### config.mk
export PLATFORM = sky130hd
export DESIGN_NAME = fp_round_pack_unit
export DESIGN_NICKNAME = d
export VERILOG_FILES = /design/src/rtl/fp_pkg.sv /design/src/rtl/fp_rne_rounder.sv /design/src/rtl/fp_round_pack_unit.sv
export SDC_FILE = /design/constraint.sdc
export NUM_CORES = 1
export LEC_CHECK = 0
export ABC_AREA = 0
export BUFFER_PORTS_ARGS = -buffer_cell sky130_fd_sc_hd__buf_2
export CORE_MARGIN = 4
export CORE_UTILIZATION = 30
export DETAILED_ROUTE_END_ITERATION = 8
export SLEW_MARGIN = 20
export SYNTH_ARGS = -nofsm -noshare
export SYNTH_HDL_FRONTEND = slang
export SYNTH_HIERARCHICAL = 1
export SYNTH_SLANG_ARGS = --single-unit
### constraint.sdc
create_clock -name clk -period 10 [get_ports clk]
set_clock_uncertainty 0.2 [all_clocks]
set_input_delay 2 -clock clk [delete_from_list [all_inputs] [get_ports clk]]
set_output_delay 2 -clock clk [all_outputs]
set_load 0.005 [all_outputs]
### src/rtl/fp_pkg.sv
// Shared constants and FSM state encoding for the FP32 multiplier round/pack back end.
package fp_pkg;

   localparam int unsigned EXP_W   = 8;
   localparam int unsigned MAN_W   = 23;
   localparam int unsigned BIAS    = 127;
   localparam int unsigned EXP_MAX = 2 * BIAS + 1;
   localparam int unsigned PW      = 2 * (MAN_W + 1);
   localparam int unsigned EW      = EXP_W + 2;
   localparam logic [31:0] QNAN    = 32'h7FC0_0000;

   typedef enum logic [2:0] {
      IDLE,
      NORM,
      DENORM,
      ROUND,
      HOLD
   } state_t;

endpackage

### src/rtl/fp_rne_rounder.sv
// Combinational round-to-nearest-even on a 24-bit significand with exponent carry adjust.
module fp_rne_rounder #(
   parameter int unsigned MAN_W = 23,
   parameter int unsigned EW    = 10
) (
   input  logic                 i_hidden,
   input  logic [MAN_W-1:0]     i_frac,
   input  logic                 i_g,
   input  logic                 i_r,
   input  logic                 i_s,
   input  logic signed [EW-1:0] i_e,
   output logic [MAN_W:0]       o_mant,
   output logic signed [EW-1:0] o_e,
   output logic                 o_inexact
);

   localparam logic signed [EW-1:0] LP_E_ONE = EW'(1);

   logic             w_inc;
   logic [MAN_W+1:0] w_sum;

   assign w_inc     = i_g & (i_r | i_s | i_frac[0]);
   assign w_sum     = {1'b0, i_hidden, i_frac} + {{(MAN_W + 1){1'b0}}, w_inc};
   assign o_inexact = i_g | i_r | i_s;

   always_comb begin
      o_mant = w_sum[MAN_W:0];
      o_e    = i_e;
      // Carry out of the 24-bit significand: renormalize to 1.0 and bump exponent.
      if (w_sum[MAN_W+1]) begin
         o_mant = {1'b1, {MAN_W{1'b0}}};
         o_e    = i_e + LP_E_ONE;
      end
   end

endmodule

### src/rtl/fp_round_pack_unit.sv
// FP32 multiplier back end: serial renormalize/denormalize, RNE rounding and IEEE-754 packing.
module fp_round_pack_unit #(
   parameter int unsigned EXP_W = 8,
   parameter int unsigned MAN_W = 23,
   parameter int unsigned BIAS  = 127
) (
   input  logic                         clk,
   input  logic                         rst_n,
   input  logic                         i_in_valid,
   output logic                         o_in_ready,
   input  logic                         i_in_sign,
   input  logic [2*(MAN_W+1)-1:0]       i_in_prod,
   input  logic signed [EXP_W+1:0]      i_in_exp_sum,
   input  logic                         i_in_nan,
   input  logic                         i_in_inf,
   input  logic                         i_in_zero,
   output logic                         o_out_valid,
   input  logic                         i_out_ready,
   output logic [EXP_W+MAN_W:0]         o_out_result,
   output logic                         o_out_overflow,
   output logic                         o_out_underflow,
   output logic                         o_out_inexact
);

   import fp_pkg::*;

   localparam int unsigned LP_PW   = 2 * (MAN_W + 1);
   localparam int unsigned LP_EW   = EXP_W + 2;
   localparam int unsigned LP_EMAX = 2 * BIAS + 1;
   localparam int          LP_DMIN = -(MAN_W + 1);

   localparam logic signed [LP_EW-1:0] LP_E_ONE  = LP_EW'(1);
   localparam logic signed [LP_EW-1:0] LP_E_DMIN = LP_EW'(LP_DMIN);
   localparam logic signed [LP_EW-1:0] LP_E_MAX  = LP_EW'(LP_EMAX);

   localparam logic [EXP_W+MAN_W:0] LP_QNAN = {1'b0, {EXP_W{1'b1}}, 1'b1, {(MAN_W - 1){1'b0}}};

   state_t                    r_state;
   logic [LP_PW-1:0]          r_m;
   logic signed [LP_EW-1:0]   r_e;
   logic                      r_sticky;
   logic                      r_sign;
   logic                      r_nan;
   logic                      r_inf;
   logic                      r_zero;
   logic                      r_valid;
   logic [EXP_W+MAN_W:0]      r_result;
   logic                      r_ovf;
   logic                      r_unf;
   logic                      r_inx;

   logic                      w_prod_zero;
   logic                      w_special;
   logic [MAN_W:0]            w_mant;
   logic signed [LP_EW-1:0]   w_e_rnd;
   logic                      w_rnd_inx;
   logic [EXP_W-1:0]          w_exp_field;
   logic [EXP_W+MAN_W:0]      w_result;
   logic                      w_ovf;
   logic                      w_unf;
   logic                      w_inx;

   assign w_prod_zero = (i_in_prod == '0);
   assign w_special   = i_in_nan | i_in_inf | i_in_zero | w_prod_zero;

   fp_rne_rounder #(
      .MAN_W (MAN_W),
      .EW    (LP_EW)
   ) u_rounder (
      .i_hidden  (r_m[LP_PW-2]),
      .i_frac    (r_m[LP_PW-3 -: MAN_W]),
      .i_g       (r_m[MAN_W-1]),
      .i_r       (r_m[MAN_W-2]),
      .i_s       ((|r_m[MAN_W-3:0]) | r_sticky),
      .i_e       (r_e),
      .o_mant    (w_mant),
      .o_e       (w_e_rnd),
      .o_inexact (w_rnd_inx)
   );

   assign w_exp_field = w_mant[MAN_W] ? w_e_rnd[EXP_W-1:0] : '0;

   always_comb begin
      w_result = '0;
      w_ovf    = 1'b0;
      w_unf    = 1'b0;
      w_inx    = 1'b0;
      if (r_nan) begin
         w_result = LP_QNAN;
      end else if (r_inf) begin
         w_result = {r_sign, {EXP_W{1'b1}}, {MAN_W{1'b0}}};
      end else if (r_zero) begin
         w_result = {r_sign, {(EXP_W + MAN_W){1'b0}}};
      end else if (w_e_rnd >= LP_E_MAX) begin
         w_result = {r_sign, {EXP_W{1'b1}}, {MAN_W{1'b0}}};
         w_ovf    = 1'b1;
         w_inx    = 1'b1;
      end else begin
         w_result = {r_sign, w_exp_field, w_mant[MAN_W-1:0]};
         w_inx    = w_rnd_inx;
         w_unf    = (w_exp_field == '0) & w_rnd_inx;
      end
   end

   always_ff @(posedge clk or negedge rst_n) begin
      if (!rst_n) begin
         r_state  <= IDLE;
         r_m      <= '0;
         r_e      <= '0;
         r_sticky <= 1'b0;
         r_sign   <= 1'b0;
         r_nan    <= 1'b0;
         r_inf    <= 1'b0;
         r_zero   <= 1'b0;
         r_valid  <= 1'b0;
         r_result <= '0;
         r_ovf    <= 1'b0;
         r_unf    <= 1'b0;
         r_inx    <= 1'b0;
      end else begin
         unique case (r_state)
            IDLE: begin
               if (i_in_valid) begin
                  r_m      <= i_in_prod;
                  r_e      <= i_in_exp_sum;
                  r_sticky <= 1'b0;
                  r_sign   <= i_in_sign;
                  r_nan    <= i_in_nan;
                  r_inf    <= i_in_inf;
                  r_zero   <= i_in_zero | w_prod_zero;
                  r_state  <= w_special ? ROUND : NORM;
               end
            end
            NORM: begin
               if (r_m[LP_PW-1]) begin
                  r_m      <= r_m >> 1;
                  r_sticky <= r_sticky | r_m[0];
                  r_e      <= r_e + LP_E_ONE;
                  r_state  <= DENORM;
               end else if (!r_m[LP_PW-2] && (r_e > LP_E_ONE)) begin
                  r_m <= r_m << 1;
                  r_e <= r_e - LP_E_ONE;
               end else begin
                  r_state <= DENORM;
               end
            end
            DENORM: begin
               if (r_e >= LP_E_ONE) begin
                  r_state <= ROUND;
               end else if (r_e >= LP_E_DMIN) begin
                  r_m      <= r_m >> 1;
                  r_sticky <= r_sticky | r_m[0];
                  r_e      <= r_e + LP_E_ONE;
               end else begin
                  // Far below the denormal range: everything becomes sticky in one step.
                  r_sticky <= r_sticky | (|r_m);
                  r_m      <= '0;
                  r_e      <= LP_E_ONE;
               end
            end
            ROUND: begin
               r_result <= w_result;
               r_ovf    <= w_ovf;
               r_unf    <= w_unf;
               r_inx    <= w_inx;
               r_valid  <= 1'b1;
               r_state  <= HOLD;
            end
            HOLD: begin
               if (i_out_ready) begin
                  r_valid <= 1'b0;
                  r_state <= IDLE;
               end
            end
            default: r_state <= IDLE;
         endcase
      end
   end

   assign o_in_ready      = (r_state == IDLE);
   assign o_out_valid     = r_valid;
   assign o_out_result    = r_result;
   assign o_out_overflow  = r_ovf;
   assign o_out_underflow = r_unf;
   assign o_out_inexact   = r_inx;

endmodule
Word level (Yosys, flattened, before mapping)

Cells that the tools add are included.

Reduce and logical (&&, ||, !) cells: 15
$lt $le $gt $ge: 4
Bitwise gates (word level): 13
Add/subtract/negate cells: 3
Eq/ne operators: 11
Muxes and demuxes: 45

Operators with widths:

| operator                                              | number |
|---|---|
| 2-to-1 mux 48 bit                                     | 4 |
| one-hot mux 48 bit (3 select lines)                   | 1 |
| 2-to-1 mux 31 bit                                     | 3 |
| 2-to-1 mux 10 bit                                     | 6 |
| zero test 48 bit                                      | 1 |
| OR reduction 48 bit                                   | 1 |
| 2-to-1 mux 47 bit                                     | 1 |
| 2-to-1 mux 32 bit                                     | 1 |
| one-hot mux 10 bit (3 select lines)                   | 1 |
| adder 24 x 1 -> 25 bit                                | 1 |
| 2-to-1 mux 24 bit                                     | 1 |
| OR reduction 21 bit                                   | 1 |
| 2-to-1 mux 1 bit                                      | 17 |
| 2-to-1 mux 3 bit                                      | 5 |
| one-hot mux 3 bit (5 select lines)                    | 1 |
| AND reduction 4 bit                                   | 3 |
| OR 1 bit                                              | 11 |
| adder 10 x 2 -> 10 bit (second input constant)        | 1 |
| >= comparator 10 x 2 -> 1 bit (second input constant) | 1 |
| >= comparator 10 x 6 -> 1 bit (second input constant) | 1 |
| >= comparator 10 x 9 -> 1 bit (second input constant) | 1 |
| > comparator 10 x 2 -> 1 bit (second input constant)  | 1 |
| inequality test 2 bit (second input constant)         | 5 |
| subtractor 10 x 2 -> 10 bit (second input constant)   | 1 |
| 17 further kinds                                      | 21 |

Logic and storage cells: 105
Output and inout bits: 37
Bits of input ports: 66
Register bits after elaboration: 102

Logic depth before layout (Yosys ltp)

Depth in word-level cells: 14
Gate-level depth with buffers: 15
Mapped depth without buffers: 12

Cells and area by module

The synthesis kept the hierarchy.

Modules (own cells, without submodules):

| module             | area an instance (µm²) | times used | sequential area each (µm²) | cells each |
|---|---|---|---|---|
| fp_round_pack_unit | 5425.2                 | 1          | 2552.4                     | 557 |
| fp_rne_rounder     | 787.0                  | 1          | 0.0                        | 109 |

Worst setup path before layout

OpenSTA, ideal clock, no wires.

Path kind: flip-flop to flip-flop
Start point: register r_m[22]
End point: register r_unf (netlist: o_out_underflow)
Clock period less this slack: 3.328 ns
Buffers on the path: 2
Stages on the path, launching flop included: 14
Setup time: 0.068 ns
Data required time: 9.732 ns
Arrival: 3.061 ns
Setup slack: 6.672 ns
Path through: dfrtp_1 > and2_1 > ha_1 > nand3_1 > nor4_4 > and3_1 > buf_6 > buf_12 > nand4_4 > xnor2_1 > or4_1 > o41ai_1 > and3_1 > a32o_1

Cells in the longest elaborated chain, start to end: 10

RTL lines:

| item                                                                                  | line                      | source |
|---|---|---|
| start, declared                                                                       | fp_round_pack_unit.sv:39  | `logic [LP_PW-1:0] r_m;` |
| start signal, assigned                                                                | fp_round_pack_unit.sv:124 | `r_m <= i_in_prod;` |
| start signal, assigned                                                                | fp_round_pack_unit.sv:136 | `r_m <= r_m >> 1;` |
| start signal, assigned                                                                | fp_round_pack_unit.sv:141 | `r_m <= r_m << 1;` |
| AND 1 bit *                                                                           | fp_rne_rounder.sv:22      | `assign w_inc = i_g & (i_r \| i_s \| i_frac[0]);` |
| adder 24 x 1 -> 25 bit *                                                              | fp_rne_rounder.sv:23      | `assign w_sum = {1'b0, i_hidden, i_frac} + {{(MAN_W + 1){1'b0}}, w_inc};` |
| 2-to-1 mux 10 bit *                                                                   | fp_rne_rounder.sv:30      | `if (w_sum[MAN_W+1]) begin` |
| named net w_e_rnd[7]                                                                  | fp_round_pack_unit.sv:55  | `logic signed [LP_EW-1:0] w_e_rnd;` |
| parallel branches: the longest is 3 deep, another holds >= comparator 10 x 9 -> 1 bit | n/a                       |  |
| 2-to-1 mux 1 bit *                                                                    | fp_round_pack_unit.sv:94  | `end else if (w_e_rnd >= LP_E_MAX) begin` |
| 2-to-1 mux 1 bit *                                                                    | fp_round_pack_unit.sv:92  | `end else if (r_zero) begin` |
| 2-to-1 mux 1 bit *                                                                    | fp_round_pack_unit.sv:90  | `end else if (r_inf) begin` |
| 2-to-1 mux 1 bit *                                                                    | fp_round_pack_unit.sv:88  | `if (r_nan) begin` |
| end signal, assigned                                                                  | fp_round_pack_unit.sv:164 | `r_unf <= w_unf;` |
| end, declared                                                                         | fp_round_pack_unit.sv:49  | `logic r_unf;` |

Mark *: on every way through the listed nets, which the timed path passes.
A chain may end at the register's enable or synchronous reset.

Final worst setup path

Start point: register r_m[22]
End point: register r_result[4] (netlist: o_out_result[4])

Cells in the longest elaborated chain, start to end: 8

RTL lines:

| item                          | line                      | source |
|---|---|---|
| AND 1 bit                     | fp_rne_rounder.sv:22      |  |
| adder 24 x 1 -> 25 bit        | fp_rne_rounder.sv:23      |  |
| 2-to-1 mux 10 bit             | fp_rne_rounder.sv:30      |  |
| named net w_e_rnd[6]          | fp_round_pack_unit.sv:55  |  |
| >= comparator 10 x 9 -> 1 bit | fp_round_pack_unit.sv:94  |  |
| 2-to-1 mux 31 bit             | fp_round_pack_unit.sv:94  |  |
| 2-to-1 mux 31 bit             | fp_round_pack_unit.sv:92  |  |
| 2-to-1 mux 31 bit             | fp_round_pack_unit.sv:90  |  |
| 2-to-1 mux 32 bit             | fp_round_pack_unit.sv:88  |  |
| end signal, assigned          | fp_round_pack_unit.sv:162 | `r_result <= w_result;` |
| end, declared                 | fp_round_pack_unit.sv:47  | `logic [EXP_W+MAN_W:0] r_result;` |

The timed path passes the listed nets, and every way through them passes these cells.

==> results.sh <==
export IMPL_worstSetupEndpointType="flop"
export IMPL_place_congestion=0.8617
export IMPL_rows=52
export IMPL_fin_worst_hold_slack_ps=282.8
export IMPL_setup_violations=0
export IMPL_fin_setup_tns_ps=0
export IMPL_root_buffer="sky130_fd_sc_hd__clkbuf_16"
export IMPL_detailedPlacementHpwl_mm=13.73
export IMPL_syn_inst=666
export IMPL_synth_yosys_warnings=6
export IMPL_synth_seq_cells=102
export IMPL_antenna_found_initial=1
export IMPL_irDropWorstVdd_uv=159.8
export IMPL_crit_type="reg -> reg"
export IMPL_wl_per_cell_um=19.13
export IMPL_tritoncts_buffers=9
export IMPL_path_max_fanout=23
export IMPL_h_tree_levels=3
export IMPL_die_height_um=151.9
export IMPL_gr_usage_all_layers=0.1628
export IMPL_ant_nets=0
export IMPL_drv_max_cap_violation_count=0
export IMPL_synth_enable_flop_cells=0
export IMPL_unrepaired_setup_endpoints_after_global_routing="false"
export IMPL_area_delta_synth_final_pct=15.17
export IMPL_violated_checks="design-rule violations"
export IMPL_finalMaxSlewViolations=0
export IMPL_cts_reportedPaths_clkPinSlew_ps=80
export IMPL_io_buffers=102
export IMPL_finalWirelength_mm=19.22
export IMPL_synth_area_mm2=0.006212
export IMPL_cts_tree="built"
export IMPL_post_cts_setup_buffers=0
export IMPL_drive_gt1_frac=0.2014
export IMPL_period_share=0.4987
export IMPL_die_width_um=151.9
export IMPL_synth_seq_area_share=0.4109
export IMPL_worst_endpoint_required_ps=10080
export IMPL_core_area_mm2=0.02030
export IMPL_hold_viol=0
export IMPL_slew_headroom=0.3623
export IMPL_cp_arrival_ps=5070
export IMPL_synth_top_area_frac=0.4109
export IMPL_vias_in_the_first_global_route=5377
export IMPL_vias=5662
export IMPL_1st_iter_drt_viols=630
export IMPL_grt_start_max_net_pins=93
export IMPL_post_synth_top_flop="sky130_fd_sc_hd__dfrtp_1"
export IMPL_num_antenna_cells=0
export IMPL_yosysTopAreaCell="sky130_fd_sc_hd__dfrtp_1"
export IMPL_grt_first_pass_wirelength_mm=31.15
export IMPL_top_level_ports=103
export IMPL_cts_hold_buffers_added=0
export IMPL_drt_pass1_iterations=9
export IMPL_route_detailed_vias_per_inst=5.634
export IMPL_tightest_slew_ps=956.6
export IMPL_async_flop_share=1.000
export IMPL_drc=7
export IMPL_floorplan_die_area_mm2=0.02307
export IMPL_result_of_the_run="finished, violations left"
export IMPL_final_min_clock_period_ps=4987
export IMPL_ctsResizeCount=0
export IMPL_cellPowerDensity_mw_per_mm2=325.4
export IMPL_clock_fmax_mhz=200.5
export IMPL_starting_density=0.3060
export IMPL_hp_class="reg -> reg"
export IMPL_synthDistinctLibCells=67
export IMPL_clock_sink_count=102
export IMPL_leftover_overflow_at_the_end_of_global_routing=0
export IMPL_postSynthAreaPerCell_um2=9.328
export IMPL_num_nets_final=803
export IMPL_ctsLongestPathBuffers=2
export IMPL_leakagePower_nw=2.993
export IMPL_clkLatencyLatePin_ps=350
export IMPL_synthesis_nets=738
export IMPL_cp_start_kind="flop"
export IMPL_netlist_top_cells_area="sky130_fd_sc_hd__dfrtp_1 41%, sky130_fd_sc_hd__a222oi_1 7.1%, sky130_fd_sc_hd__nand2_1 4.7%"
-- cells in the mapped netlist (3+ instances only) --
| library cell | instances |
|---|---|
| sky130_fd_sc_hd__a2111oi_0 | 3 |
| sky130_fd_sc_hd__a211oi_1 | 4 |
| sky130_fd_sc_hd__a21oi_1 | 24 |
| sky130_fd_sc_hd__a221oi_1 | 3 |
| sky130_fd_sc_hd__a222oi_1 | 44 |
| sky130_fd_sc_hd__a22o_1 | 26 |
| sky130_fd_sc_hd__a31oi_1 | 7 |
| sky130_fd_sc_hd__and2_1 | 6 |
| sky130_fd_sc_hd__and3_1 | 11 |
| sky130_fd_sc_hd__and4_1 | 5 |
| sky130_fd_sc_hd__buf_2 | 14 |
| sky130_fd_sc_hd__buf_6 | 5 |
| sky130_fd_sc_hd__clkbuf_1 | 32 |
| sky130_fd_sc_hd__dfrtp_1 | 102 |
| sky130_fd_sc_hd__ha_1 | 6 |
| sky130_fd_sc_hd__inv_1 | 13 |
| sky130_fd_sc_hd__mux2_2 | 4 |
| sky130_fd_sc_hd__nand2_1 | 77 |
| sky130_fd_sc_hd__nand2b_1 | 7 |
| sky130_fd_sc_hd__nand3_1 | 16 |
| sky130_fd_sc_hd__nand3_2 | 3 |
| sky130_fd_sc_hd__nand3b_1 | 4 |
| sky130_fd_sc_hd__nand4_1 | 18 |
| sky130_fd_sc_hd__nor2_1 | 36 |
| sky130_fd_sc_hd__nor2b_1 | 3 |
| sky130_fd_sc_hd__nor3_1 | 10 |
| sky130_fd_sc_hd__nor4_1 | 28 |
| sky130_fd_sc_hd__nor4_4 | 3 |
| sky130_fd_sc_hd__o21ai_0 | 29 |
| sky130_fd_sc_hd__o21ai_1 | 28 |
| sky130_fd_sc_hd__o22a_1 | 8 |
| sky130_fd_sc_hd__o22ai_1 | 7 |
| sky130_fd_sc_hd__o31a_1 | 4 |
| sky130_fd_sc_hd__or3_1 | 4 |
| sky130_fd_sc_hd__xnor2_1 | 19 |
| sky130_fd_sc_hd__xor2_1 | 13 |
-- worst max-delay path, cell delays in order, from the launching register on --
cell	delay, ps
sky130_fd_sc_hd__dfrtp_1	490
sky130_fd_sc_hd__and2_1	170
sky130_fd_sc_hd__ha_1	220
sky130_fd_sc_hd__nand3_1	190
sky130_fd_sc_hd__nor4_4	480
sky130_fd_sc_hd__and3_1	870
sky130_fd_sc_hd__nand4_1	210
sky130_fd_sc_hd__xnor2_1	200
sky130_fd_sc_hd__nand4_1	130
sky130_fd_sc_hd__nor2_1	50
sky130_fd_sc_hd__o21bai_1	640
sky130_fd_sc_hd__and3_1	790
sky130_fd_sc_hd__a22o_1	240
-- cell type report --
class                           count  area, µm²
Timing Repair Buffer              108      561.8
Inverter                           13      48.80
Multi-Input combinational cell    497       3356
Sequential cell                   102       2552
Fill cell                        2120      13150
Clock buffer                       11      242.7
Tap cell                          270      337.8
Clock inverter                      4      55.05
-- state kept, by name, indices dropped and copies added, names as in the netlist, 3 cells and up --
name / flops
r_e: 10
r_m: 48
r_state: 3
o_out_result: 32
-- worst paths after layout --
path / to / from / slack [ps] / depth (start not counted)
worst max-delay path: o_out_result[4] / r_m[22] / 5010 / 12
worst min-delay path: o_out_result[31] / o_out_result[31] / 280 / 2
worst max register to register: o_out_result[4] / r_m[22] / 5010 / 12
worst min register to register: o_out_result[31] / o_out_result[31] / 280 / 2
max in group asynchronous: r_m[1] / rst_n / 6970 / 2
min in group asynchronous: o_out_result[28] / rst_n / 1530 / 1
-- power breakdown --
part	total, W	internal [W]	switching (W)
clock	0.000363	0.000202	0.000161
combinational	0.00107	0.000449	0.000618
sequential	0.000898	0.000593	0.000305
total	0.00233	0.00124	0.00108
-- stage by stage --
| stage | power (W) | cell area, µm² | std cells | setup slack [ps] | util |
|---|---|---|---|---|---|
| 2_1_floorplan | 0.001655 | 6212 | 666 | 6672 | - |
| 3_3_place_gp | 0.001943 | 6845 | 989 | 5212 | 0.3372 |
| 3_5_place_dp | 0.001961 | 6845 | 989 | 5094 | 0.3372 |
| 4_1_cts | 0.002333 | 7143 | 1004 | 5059 | 0.3519 |
| 5_1_grt | 0.002528 | 7154 | 1005 | 4548 | 0.3524 |
| 6_report | 0.002328 | 7154 | 1005 | 5013 | 0.3524 |
-- layer usage --
metal,global-route usage,vias to the layer above,share of wire
li1,-,2719,-
met1,0.2431,2704,0.47
met2,0.2447,219,0.45
met3,0.02617,18,0.061
met4,0.04366,2,0.013
met5,0,-,0.00068
-- cell usage in the layout (no fill, tap or decap), types with 7 or more instances in the layout --
cell                        instances
sky130_fd_sc_hd__nand3_1           16
sky130_fd_sc_hd__dfrtp_1          102
sky130_fd_sc_hd__nand2b_1           7
sky130_fd_sc_hd__nand4_1           18
sky130_fd_sc_hd__inv_1             13
sky130_fd_sc_hd__xor2_1            13
sky130_fd_sc_hd__and3_1            11
sky130_fd_sc_hd__a21oi_1           23
sky130_fd_sc_hd__o21ai_1           28
sky130_fd_sc_hd__nor4_1            28
sky130_fd_sc_hd__nand2_1           77
sky130_fd_sc_hd__clkbuf_16          9
sky130_fd_sc_hd__buf_2            101
sky130_fd_sc_hd__a22o_1            26
sky130_fd_sc_hd__a31oi_1            7
sky130_fd_sc_hd__a222oi_1          44
sky130_fd_sc_hd__xnor2_1           19
sky130_fd_sc_hd__o21ai_0           29
sky130_fd_sc_hd__o22ai_1            7
sky130_fd_sc_hd__nor3_1            10
sky130_fd_sc_hd__o22a_1             8
sky130_fd_sc_hd__nor2_1            36
-- cells by family (layout without fill, tap and decap cells) --
logic type | Yosys count | after routing | synth area share
AO/OA/AOI/OAI | 210 | 210 | 0.2528
XOR/XNOR | 33 | 33 | 0.04774
adder cells (fa/ha/maj) | 6 | 6 | 0.01208
buffers and inverters | 67 | 136 | 0.05257
flip-flops | 102 | 102 | 0.4109
multiplexers | 5 | 5 | 0.008862
AND/OR/NAND/NOR | 243 | 243 | 0.2151
No activity file was read; power rests on OpenSTA's default activity.
